## src/rtl/uart_str_tx.sv

```systemverilog
// UART string transmitter: sends len bytes from a loadable buffer, plus an optional newline,
// as paced rib-bus writes to the UART TX data register.
module uart_str_tx #(
    parameter int          DEPTH   = 16,
    parameter int          AW      = 4,
    parameter int          LW      = 5,
    parameter int unsigned DIV     = 3520,
    parameter logic [31:0] TX_ADDR = 32'h3000_000C
) (
    input  logic          clk,
    input  logic          rst,
    input  logic          start_i,
    input  logic [LW-1:0] len_i,
    input  logic          nl_i,
    input  logic          abort_i,
    input  logic          load_we_i,
    input  logic [AW-1:0] load_idx_i,
    input  logic [7:0]    load_byte_i,
    input  logic          mem_ack_i,
    output logic          ready_o,
    output logic          busy_o,
    output logic          done_o,
    output logic          mem_we_o,
    output logic [31:0]   mem_waddr_o,
    output logic [31:0]   mem_wdata_o
);

    typedef enum logic [1:0] {IDLE, WRITE, WAIT, DONE} state_t;

    localparam logic [31:0] CNT_LAST = 32'(DIV - 1);

    state_t        state_q;
    logic [AW-1:0] idx_q;
    logic [LW-1:0] len_q;
    logic          nl_q;
    logic          nlph_q;
    logic [31:0]   cnt_q;
    logic [7:0]    buf_q [DEPTH];

    logic [LW-1:0] len_clip_d;
    logic [7:0]    byte0_d;
    logic [AW-1:0] idx_d;
    logic          more_d;

    assign len_clip_d = (len_i > LW'(DEPTH)) ? LW'(DEPTH) : len_i;
    // A load landing on the start edge must be visible in the first byte sent.
    assign byte0_d    = (load_we_i && load_idx_i == '0) ? load_byte_i : buf_q[0];
    assign idx_d      = idx_q + AW'(1);
    assign more_d     = (LW'(idx_q) + LW'(1)) < len_q;

    always_ff @(posedge clk or negedge rst) begin
        if (!rst) begin
            state_q     <= IDLE;
            idx_q       <= '0;
            len_q       <= '0;
            nl_q        <= 1'b0;
            nlph_q      <= 1'b0;
            cnt_q       <= '0;
            for (int i = 0; i < DEPTH; i++) buf_q[i] <= 8'h00;
            ready_o     <= 1'b1;
            busy_o      <= 1'b0;
            done_o      <= 1'b0;
            mem_we_o    <= 1'b0;
            mem_waddr_o <= '0;
            mem_wdata_o <= '0;
        end else begin
            done_o <= 1'b0;
            unique case (state_q)
                IDLE: begin
                    if (load_we_i) buf_q[load_idx_i] <= load_byte_i;
                    if (start_i) begin
                        len_q   <= len_clip_d;
                        nl_q    <= nl_i;
                        idx_q   <= '0;
                        cnt_q   <= '0;
                        // Zero-length start goes straight to the newline phase (or finishes).
                        nlph_q  <= (len_clip_d == '0);
                        ready_o <= 1'b0;
                        busy_o  <= 1'b1;
                        if (len_clip_d != '0 || nl_i) begin
                            state_q     <= WRITE;
                            mem_we_o    <= 1'b1;
                            mem_waddr_o <= TX_ADDR;
                            mem_wdata_o <= {24'h0, (len_clip_d != '0) ? byte0_d : 8'h0A};
                        end else begin
                            state_q <= DONE;
                            done_o  <= 1'b1;
                        end
                    end
                end
                WRITE: begin
                    if (abort_i || mem_ack_i) begin
                        mem_we_o    <= 1'b0;
                        mem_waddr_o <= '0;
                        mem_wdata_o <= '0;
                        cnt_q       <= '0;
                        if (abort_i) begin
                            state_q <= DONE;
                            done_o  <= 1'b1;
                        end else begin
                            state_q <= WAIT;
                        end
                    end
                end
                WAIT: begin
                    if (abort_i) begin
                        state_q <= DONE;
                        done_o  <= 1'b1;
                    end else if (cnt_q == CNT_LAST) begin
                        if (!nlph_q && more_d) begin
                            idx_q       <= idx_d;
                            state_q     <= WRITE;
                            mem_we_o    <= 1'b1;
                            mem_waddr_o <= TX_ADDR;
                            mem_wdata_o <= {24'h0, buf_q[idx_d]};
                        end else if (nl_q && !nlph_q) begin
                            nlph_q      <= 1'b1;
                            state_q     <= WRITE;
                            mem_we_o    <= 1'b1;
                            mem_waddr_o <= TX_ADDR;
                            mem_wdata_o <= 32'h0000_000A;
                        end else begin
                            state_q <= DONE;
                            done_o  <= 1'b1;
                        end
                    end else begin
                        cnt_q <= cnt_q + 32'd1;
                    end
                end
                DONE: begin
                    state_q <= IDLE;
                    ready_o <= 1'b1;
                    busy_o  <= 1'b0;
                end
                default: state_q <= IDLE;
            endcase
        end
    end

endmodule

```

## config.mk

```make
export PLATFORM = sky130hd
export DESIGN_NAME = uart_str_tx
export DESIGN_NICKNAME = d
export VERILOG_FILES = /design/src/rtl/uart_str_tx.sv
export SDC_FILE = /design/constraint.sdc
export NUM_CORES = 1
export LEC_CHECK = 0
export CAP_MARGIN = 20
export CORE_ASPECT_RATIO = 0.75
export CORE_UTILIZATION = 46
export DETAILED_ROUTE_END_ITERATION = 16
export HOLD_SLACK_MARGIN = 0.12
export PLACE_DENSITY = 0.66
export SLEW_MARGIN = 10
export SYNTH_ARGS = -nofsm -noshare
export SYNTH_HDL_FRONTEND = slang
export SYNTH_SLANG_ARGS = --single-unit
```

## constraint.sdc

```tcl
create_clock -name clk -period 9.25 [get_ports clk]
set_clock_uncertainty 0.15 [all_clocks]
set_input_delay 1.85 -clock clk [delete_from_list [all_inputs] [get_ports clk]]
set_output_delay 1.85 -clock clk [all_outputs]
set_load 0.03 [all_outputs]
```

Yosys cells after proc, flatten, opt, wreduce, memory -nomap -nowiden
Index checks and enable logic that the tools add are counted.
- flip-flop bits (word level): 241
- input bits: 24
- output and inout bits: 68
- word-level logic and storage cells: 143
- add/subtract/negate cells: 3
- order comparisons: 5
- equality and inequality tests: 15
- multiplexer cells: 68
- bitwise logic cells: 2
- reduce and logical (&&, ||, !) cells: 22
- operator list (operator ; number):
    $mux W32 ; 16
    $pmux W32 S3 ; 3
    $bwmux W128 ; 1
    $mux W8 ; 5
    $add A32 B1 Y32 const B ; 1
    $bmux W8 S4 ; 1
    $demux W8 S4 ; 1
    $eq A32 B12 Y1 const B ; 1
    $mux W1 ; 22
    $ne A2 B2 Y1 const B ; 9
    $mux W4 ; 4
    $mux W2 ; 7
    $ge A5 B5 Y1 const B ; 2
    $not A4 Y5 ; 2
    $reduce_and A5 Y1 ; 2
    $pmux W2 S4 ; 1
    $pmux W4 S2 ; 1
    $reduce_and A7 Y1 ; 1
    $ne A3 B3 Y1 const B ; 2
    $pmux W1 S2 ; 3
    $pmux W1 S3 ; 2
    $reduce_and A2 Y1 ; 3
    $reduce_and A6 Y1 ; 1
    $add A4 B1 Y5 const B ; 1
    other kinds (17) ; 23

Depth between registers and ports, before layout
- word-level depth: 9
- mapped depth: 12
- depth with buffers taken out: 8

Worst setup path before layout
No wires, ideal clock.
- kind: input to register
- start: input port abort_i
- end: register mem_waddr_o[28]
- library setup time: 0.079 ns
- arrival time: 3.293 ns
- required time: 9.021 ns
- path slack: 5.728 ns
- stages on the path: 7
- path through: and2_1 -> or4_4 -> buf_6 -> a21oi_4 -> and3_1 -> buf_4 -> mux2i_1
- word-level cells in the longest chain between the ends: 3
- elaborated cells between the ends (all ways): 4
- those cells by class: eq/ne (2); reduce/logical (2)
- RTL lines (element ; RTL line ; text):
    start: declaration ; 15 ; input logic abort_i,
    $logic_or A1 B1 Y1 ; 92 ; if (abort_i || mem_ack_i) begin
    $ne A2 B2 Y1 (no source line) ; - ;
    $reduce_and A7 Y1 (no source line) (*) ; - ;
    end signal: assignment ; 83 ; mem_waddr_o <= TX_ADDR;
    end signal: assignment ; 94 ; mem_waddr_o <= '0;
    end signal: assignment ; 114 ; mem_waddr_o <= TX_ADDR;
    end: declaration ; 24 ; output logic [31:0] mem_waddr_o,
Every way passes the cells marked *; elsewhere a longest branch is shown, timed or not.
A chain may end at the register's enable or synchronous reset.

Final worst setup path
- start: input port start_i
- end: register cnt_q[31]
- word-level cells in the longest chain between the ends: 2
- RTL lines (element ; RTL line ; text):
    start: declaration ; 12 ; input logic start_i,
    $ne A2 B2 Y1 (no source line) ; - ;
    $reduce_and A5 Y1 (no source line) ; - ;
    end signal: assignment ; 127 ; cnt_q <= cnt_q + 32'd1;
    end: declaration ; 37 ; logic [31:0] cnt_q;
No other way between the ends.

==> results.json <==
{
  "post_dp_cell_area_mm2": 0.0102,
  "clkLatencyLatePin_ns": 0.43,
  "hold_class": "register to register",
  "drt-total-wl_um": 21200,
  "grt_pass1_wl_um": 34400,
  "netlist-cell-type-count": 59,
  "wl_met2_um": 8680,
  "status": "finished, final reports clean",
  "startpoint_type": "input pin",
  "whs_endpoint": "len_q[2]",
  "crit_arrival_ns": 4.32,
  "cts.path.max_buffers": 2,
  "finalNetCount": 865,
  "antenna_found_initial": 0,
  "synth_edf_count": 0,
  "gp_congestion": 0.826,
  "p_leak_uw": 0.00487,
  "cts_buffers": 17,
  "grt_max_degree": 118,
  "peakVddDrop_mv": 0.125,
  "n_antenna_cell": 0,
  "maxSlewViolCount": 0,
  "initial_core_util_pct": 47.7,
  "overflow": 0,
  "criticalPathCategory": "input pin to register",
  "dpl.hpwl_um": 14400,
  "yosys_warnings": 0,
  "cts.repair.resized": 0,
  "seqCellArea_mm2": 0.00463,
  "relSlewSlack_pct": 26.4,
  "hold_path_depth": 2,
  "ys_seq_area_share_pct": 47.2,
  "period_minus_slack_ns": 4.15,
  "maxCapViolCount": 0,
  "cts_hold_buf": 0,
  "cts_tree": "yes",
  "period_share_pct": 44.8,
  "setup-violations-final": 0,
  "fmax_ghz": 0.241,
  "vias_per_cell": 5.59,
  "drt-initial-drc-count": 494,
  "syn_avg_cell_area_um2": 12.2,
  "clk_pin_slew_ns": 0.08,
  "core_area_mm2": 0.0206,
  "fin_area_mm2": 0.0108,
  "ant_nets": 0,
  "post-cts-setup-buffer-count": 0,
  "hold_viol": 0,
  "finalSetupTns_ns": 0,
  "rr_worst_depth": 9,
  "die_h_um": 128,
  "synth-seq-cells": 185,
  "die_area_mm2": 0.0219,
  "fill_cells": 1792,
  "portBuffers": 39,
  "top_layer": "met4",
  "wl_met3_um": 1260,
  "rsz0062_at_grt": "no",
  "worstHoldStart": "len_q[2]",
  "timing.rr.start": "idx_q[0]",
  "drive_above_1_share_pct": 26.9,
  "synth_ff_type": "dfrtp_1",
  "rows": 45,
  "vias": 6298,
  "post_drt_wl_per_cell_um": 18.8,
  "multi_input_area_mm2": 0.00473,
  "crit_path_max_fanout": 23,
  "io_pins": 92,
  "grt_pass1_vias": 6070,
  "power_density_mw_per_mm2": 280,
  "netlist_area_mm2": 0.00981,
  "grtUsageTotal_pct": 20.9,
  "cts_root_buf": "clkbuf_16",
  "end_kind": "register",
  "firstDrtPassIters": 5,
  "synth_cells": 806,
  "rrSetupSlack_ns": 5.61,
  "critPathRequiredTime_ns": 9.42,
  "die_w_um": 171,
  "drc": 0,
  "r2r_end": "mem_waddr_o[28]",
  "async_flop_share_pct": 100,
  "worst_pin_slew_ns": 1.10,
  "wl_met1_um": 11100,
  "syn_to_final_growth_pct": 10.4,
  "clkSinkCount": 185,
  "h-tree-depth": 4
}
-- layer usage --
metal  up-vias  GRT usage (%)
met4         0           4.45
met1      3166           32.5
met2       187           28.8
met5         -              0
li1       2931              -
met3        14           5.54
-- critical path, stage by stage --
cell and delay [ns]:
clkdlybuf4s50_1 0.59, nor2b_1 0.14, or4_4 0.65, nor2_2 0.78, or4_1 0.23, nand2_1 0.06
-- synth_stat cells (10+ instances only) --
master | count | share of area (%)
nand4_1 | 13 | 0.83
dfrtp_1 | 184 | 47
nand2_1 | 40 | 1.5
mux2i_1 | 27 | 2.8
a21oi_1 | 16 | 0.82
clkbuf_1 | 18 | 0.69
or4_1 | 10 | 0.77
nor3_1 | 10 | 0.51
mux4_2 | 32 | 7.3
buf_2 | 12 | 0.61
nand3_1 | 20 | 1.0
nand2b_1 | 12 | 0.77
inv_1 | 14 | 0.54
a31oi_1 | 19 | 1.2
mux2_2 | 136 | 16
buf_4 | 60 | 4.6
ha_1 | 10 | 1.3
o21ai_0 | 27 | 1.4
nor2_1 | 36 | 1.4
-- kinds of logic (layout without fill, tap and decap cells) --
family                     count (synthesis)  after routing  synth area share [%]
muxes                                    195            195                  25.7
buffers and inverters                    106             93                  6.58
and+or+nand+nor                          197            197                  11.4
xor gates and xnor gates                  11             11                 0.982
adders and majority gates                 10             10                  1.28
AOI/OAI and AO/OA                        101            101                  6.79
other                                      1             52                0.0382
DFF                                      185            185                  47.2
-- per-stage QoR --
step | std cells | total power [uW] | worst slack, ns | hold slack (ns) | utilization, %
floorplan | 857 | 2050 | 5.73 | 0.292 | -
CTS | 1126 | 3050 | 5.14 | 0.336 | 52.7
detailed placement | 1094 | 2310 | 4.69 | 0.321 | 49.8
global route | 1126 | 3210 | 5.00 | 0.361 | 52.7
finish | 1126 | 3030 | 5.10 | 0.329 | 52.7
global placement | 1094 | 2290 | 4.71 | 0.313 | 49.8
-- cell usage in the layout (no fill, tap or decap), types with 10 or more instances in the layout --
| master | instances |
|---|---|
| dfrtp_1 | 183 |
| mux2_2 | 136 |
| conb_1 | 52 |
| nand2_1 | 40 |
| clkdlybuf4s50_1 | 38 |
| nor2_1 | 35 |
| mux4_2 | 32 |
| o21ai_0 | 27 |
| mux2i_1 | 27 |
| nand3_1 | 20 |
| a31oi_1 | 19 |
| clkbuf_16 | 17 |
| a21oi_1 | 16 |
| inv_1 | 14 |
| nand4_1 | 13 |
| nand2b_1 | 12 |
| or4_1 | 10 |
| nor3_1 | 10 |
| ha_1 | 10 |
-- how the worst max path moves through the flow --
stage | start | to | slack, ns | cells past startpoint
2_1_floorplan | abort_i | mem_waddr_o[28] | 5.73 | 7
3_3_place_gp | start_i | cnt_q[4] | 4.71 | 6
3_5_place_dp | start_i | cnt_q[31] | 4.69 | 6
4_1_cts | start_i | cnt_q[31] | 5.14 | 6
5_1_grt | start_i | cnt_q[31] | 5.00 | 6
6_report | start_i | cnt_q[31] | 5.10 | 6
-- registers in the layout, summed over array words and instances, names as in the netlist, 2 cells and up --
name	count
len_q	5
mem_wdata_o	8
cnt_q	32
idx_q	4
buf_q	128
state_q	2
-- cell type report --
cell class,count,area share [%]
Multi-Input combinational cell,566,43.7
Clock buffer,17,3.93
Clock inverter,15,1.65
Inverter,14,0.485
Sequential cell,185,42.8
Timing Repair Buffer,47,4.19
Tap cell,282,3.26
-- report_power, final --
group	switching, uW	leakage (uW)	internal (uW)	total, uW
clock	363	0.000291	366	728
combinational	558	0.00213	504	1060
sequential	147	0.00245	1090	1240
total	1070	0.00487	1960	3030
Power figures use the tool's default switching activity.
==> edit 1: new RTL, config.mk and constraints unchanged <==
`AW`: 4 -> 5.
--- a/src/rtl/uart_str_tx.sv
+++ b/src/rtl/uart_str_tx.sv
@@ -2,7 +2,7 @@
 // as paced rib-bus writes to the UART TX data register.
 module uart_str_tx #(
     parameter int          DEPTH   = 16,
-    parameter int          AW      = 4,
+    parameter int          AW      = 5,
     parameter int          LW      = 5,
     parameter int unsigned DIV     = 3520,
     parameter logic [31:0] TX_ADDR = 32'h3000_000C
Interface: changed (resized load_idx_i); port bits go from 92 to 93. No check against the original RTL was run, so the function may have changed too.
==> edit 1 against the unedited design <==
  * Synthesized cell count shrank 1.2%
  * Power fell by 14%
  * Design area down 0.58%
  * Synthesized area shrank 0.91%
  * Setup slack gained 0.016 ns
  * Non-clock buffer count increased by 2
  * Routed wire length about the same
  * Sequential power is 12% lower
  * Sequential cell count grew 1
  * Critical endpoint is now mem_wdata_o[0]$_DFFE_PN0P_
  * Largest power group unchanged
==> edit 1: results (changes against the unedited design) <==
biggest regs=buf_q x128, cnt_q x32, mem_wdata_o x8 (unchanged); Crit path arrival time=4.30 ns (was 4.32 ns); vias in the first global route=6,174 (was 6,070); largest reg by FF count=buf_q (unchanged); Worst Hold Class=register to register (unchanged); # nets final=863 (was 865); Post-CTS Setup Repair Bufs=0 (unchanged); Psw=0.890 mW (was 1.07 mW); GR Util met3=4.94% (was 5.54%); Mapped Avg Cell Area=12.2 um2 (about the same); Seq/Total Area, Yosys=47.9% (was 47.2%); Port Buf Inserts=40 (was 39); placed inst area=10,200 um2 (about the same); Worst-Skew Late Latency=0.45 ns (was 0.43 ns); grt met2 use=29.8% (was 28.8%); first-pass GRT wire length=34,300 um (was 34,400 um); Leak Pwr=4.90 nW (was 4.87 nW); critical path's top delay family=compound AO/OA/AOI/OAI gates (was simple AND/OR/NAND/NOR gates); Post-synth top cells=185 x dfrtp_1, 150 x mux2_2, 56 x buf_4, 48 x nand2_1 (was 184 x dfrtp_1, 136 x mux2_2, 60 x buf_4, 40 x nand2_1, 36 x nor2_1); WL/cell=18.9 um (was 18.8 um); Top FF cell, synth=dfrtp_1 (unchanged); dpl hpwl=14,400 um (about the same); share of cells above drive strength 1=28.5% (was 26.9%); largest net degree at the start of global routing=120 (was 118); Slew Limit Fails=0 (unchanged); vias per cell=5.58 (was 5.59); Crit path largest cell delay=0.78 ns (about the same); actual slew at the worst max-slew pin=1.03 ns (was 1.10 ns); Initial DRC Count=377 (was 494); slowest stage cell on the critical path=a2111oi_4 (was nor2_2); Crit. Startpoint=start_i (unchanged); final std cells w/o fill=1,123 (was 1,126); VDD IR-drop max=0.000155 V (was 0.000125 V); synth warn=0 (unchanged); routability cong.=0.846 (was 0.826); M1 GR Usage=31.2% (was 32.5%); CTS clk-pin slew, worst paths=0.07 ns; status=complete, no violations (unchanged); crit path max fanout=12 (was 23); min-delay src=len_q[3]$_DFFE_PN0P_ (was len_q[2]$_DFFE_PN0P_); Clock Path Buffers=2 (unchanged); Crit Reg-Reg Startpoint=idx_q[1]$_DFFE_PN0P_ (was idx_q[0]$_DFFE_PN0P_); top post-synthesis cells by area=dfrtp_1 48%, mux2_2 17%, mux4_2 7.4% (was dfrtp_1 47%, mux2_2 16%, mux4_2 7.3%); gr usage total=20.8% (was 20.9%)
## edit 1: final cells by class
type	instances	area, um2
clock buffer	17	425
clock inverter	15	149
fill	1764	9730
inverter	18	67.6
multi-input combinational	556	4650
sequential	186	4660
tap	282	353
timing repair buffer	49	472
## edit 1: kinds of logic (layout without fill, tap and decap cells)
group                    Yosys count  count (layout)  synth area share [%]
XOR/XNOR                          16              16                  1.44
flip-flops                       186             186                  47.9
other                              1              52                0.0386
AO/OA/AOI/OAI                     86              86                  5.86
adder cells (fa/ha/maj)           10              10                  1.29
AND/OR/NAND/NOR                  193             193                  10.6
buffers and inverters            105              99                  6.38
multiplexers                     199             199                  26.5
## edit 1: worst paths after layout
kind | end | slack (ns) | cells after the start
hold / removal | len_q[3]$_DFFE_PN0P_ | 0.34 | 2
min in group asynchronous | busy_o$_DFFE_PN0P_ | 1.40 | 1
hold reg to reg | len_q[3]$_DFFE_PN0P_ | 0.34 | 2
setup reg to reg | mem_wdata_o[0]$_DFFE_PN0P_ | 5.41 | 9
max in group asynchronous | buf_q[25]$_DFFE_PN0P_ | 6.15 | 2
setup / recovery | mem_wdata_o[0]$_DFFE_PN0P_ | 5.12 | 6
## edit 1: per-stage QoR
stage / utilization [%] / worst slack, ns
3_3_place_gp: 49.7 / 4.70
2_1_floorplan: - / 5.51
4_1_cts: 52.5 / 5.16
5_1_grt: 52.5 / 4.95
3_5_place_dp: 49.7 / 4.71
6_report: 52.5 / 5.12
## edit 1: tightest hold or removal path: stages (launching register included)
cell     delay, ns
dfrtp_1       0.34
nand2_1       0.05
o21ai_0       0.06
## edit 1: routing by layer
metal	wire length [um]	share of wire, %	vias up
met1	10600	50	3178
met5	0	0	-
met2	9140	43	203
met3	1300	6.1	12
li1	-	-	2869
met4	164	0.77	0
## edit 1: power groups by stage
stage | sequential (mW) | clock, mW | combinational, mW
detailed placement | 1.11 | 0 | 0.786
finish | 1.09 | 0.718 | 0.786
global route | 1.12 | 0.761 | 0.859
floorplan | 1.12 | 0 | 0.554
global placement | 1.10 | 0 | 0.772
CTS | 1.09 | 0.727 | 0.789
==> edit 2: new RTL, config.mk and constraints unchanged <==
Without the edit above. Reset style: synchronous (`rst`), changed in one clocked block.
--- a/src/rtl/uart_str_tx.sv
+++ b/src/rtl/uart_str_tx.sv
@@ -48,7 +48,7 @@
     assign idx_d      = idx_q + AW'(1);
     assign more_d     = (LW'(idx_q) + LW'(1)) < len_q;
 
-    always_ff @(posedge clk or negedge rst) begin
+    always_ff @(posedge clk) begin
         if (!rst) begin
             state_q     <= IDLE;
             idx_q       <= '0;
Check against the original RTL: differs if rst is asserted again (counterexample within 4 cycles, from zero or initial values and one cycle with rst low); with rst held inactive, the same outputs for 4 cycles.
==> edit 2 against the unedited design <==
  * Maximum frequency down 6.2%
  * Synthesized area is 2.6% lower
  * Synthesized cell count increased by 2.6%
  * Worst hold slack lost 0.013 ns
  * Design area is 1.7% lower
  * Sequential share of layout area grew 4.1 points
  * Register-to-register slack lost 0.33 ns
  * Setup slack worse by 0.27 ns
  * Sequential cell count unchanged
  * Non-clock buffer count rose by 15
  * Routed wire length increased by 3.0%
  * Critical endpoint is now buf_q[2][2]$_SDFFCE_PN0P_
Power is not compared: it rests on default switching activity, and its combinational part moved more than twofold at a synthesized area within 25%.
==> edit 2: results (changes against the unedited design) <==
Non-CTS buffers=62 (was 47); Initial DRC Count=704 (was 494); Post-synth EDFFs=128 (was 0); largest net degree at the start of global routing=38 (was 118); vias per cell=5.68 (was 5.59); # nets final=894 (was 865); dpl hpwl=15,100 um (was 14,400 um); first-pass GRT wire length=33,700 um (was 34,400 um); Yosys cell types=57 (was 59); Crit path arrival time=4.37 ns (was 4.32 ns); gr usage total=21.3% (was 20.9%); ClkCell Share=5.89% (was 5.58%); Inverters excl. clock=27 (was 14); Post-synth top cells=133 x and2_1, 128 x edfxtp_1, 57 x buf_4, 57 x dfxtp_1, 41 x nand3_1 (was 184 x dfrtp_1, 136 x mux2_2, 60 x buf_4, 40 x nand2_1, 36 x nor2_1); FF+latch area=4990 um2 (was 4630 um2); # clk buffers=18 (was 17); slowest stage cell on the critical path=or3b_2 (was nor2_2); buffer share of cell area=5.15% (was 4.19%); pre-CTS setup slack=4.41 ns (was 4.69 ns); status=complete, no violations (unchanged); routed wire length=21,800 um (was 21,200 um); Mapped Area=9560 um2 (was 9810 um2); actual slew at the worst max-slew pin=1.00 ns (was 1.10 ns); multi-input combinational area share=38.1% (was 43.7%); top post-synthesis cells by area=edfxtp_1 40%, dfxtp_1 12%, mux4_2 9.4% (was dfrtp_1 47%, mux2_2 16%, mux4_2 7.3%)
edit 2: cell count changes after synthesis, moves of 21 or more:
cell / unedited run / this run
nand3_1: 20 / 41
dfrtp_1: 184 / 0
edfxtp_1: 0 / 128
mux2_2: 136 / 1
dfxtp_1: 0 / 57
and2_1: 9 / 133
edit 2: final timing paths:
kind | cells after the start | startpoint | slack (ns) | end
setup / recovery | 6 | rst | 4.83 | buf_q[2][2]$_SDFFCE_PN0P_
hold / removal | 2 | len_q[4]$_SDFFE_PN0P_ | 0.32 | len_q[4]$_SDFFE_PN0P_
setup reg to reg | 11 | idx_q[0]$_SDFFE_PN0P_ | 5.28 | mem_wdata_o[6]$_SDFFE_PN0P_
hold reg to reg | 2 | len_q[4]$_SDFFE_PN0P_ | 0.32 | len_q[4]$_SDFFE_PN0P_
edit 2: metal layers:
metal  global-route usage (%)  wire, um  vias up
li1                         -         -     3009
met1                     33.8     11000     3085
met2                     27.6      8510      304
met3                     5.62      2070       21
met4                     6.95       280        0
met5                        0         0        -
edit 2: logic make-up (layout without fill, tap and decap cells):
family	after synthesis	after routing	share of synthesized area, %
and+or+nand+nor	324	324	19.5
DFF	185	185	52.2
buffers and inverters	126	121	7.37
AOI/OAI and AO/OA	121	121	7.99
muxes	50	50	10.5
adders and majority gates	10	10	1.31
xor gates and xnor gates	10	10	1.11
other	1	52	0.0392
edit 2: tightest hold or removal path, cell delays in order, from the launching register on:
cell,delay (ns)
dfxtp_1,0.32
nand2_1,0.05
a21oi_1,0.05
edit 2: metrics by stage:
stage | std cells | total power [mW]
after floorplan | 878 | 1.34
after global placement | 1091 | 1.46
after detailed placement | 1093 | 1.46
after CTS | 1125 | 2.24
after global routing | 1131 | 2.32
final | 1131 | 2.23
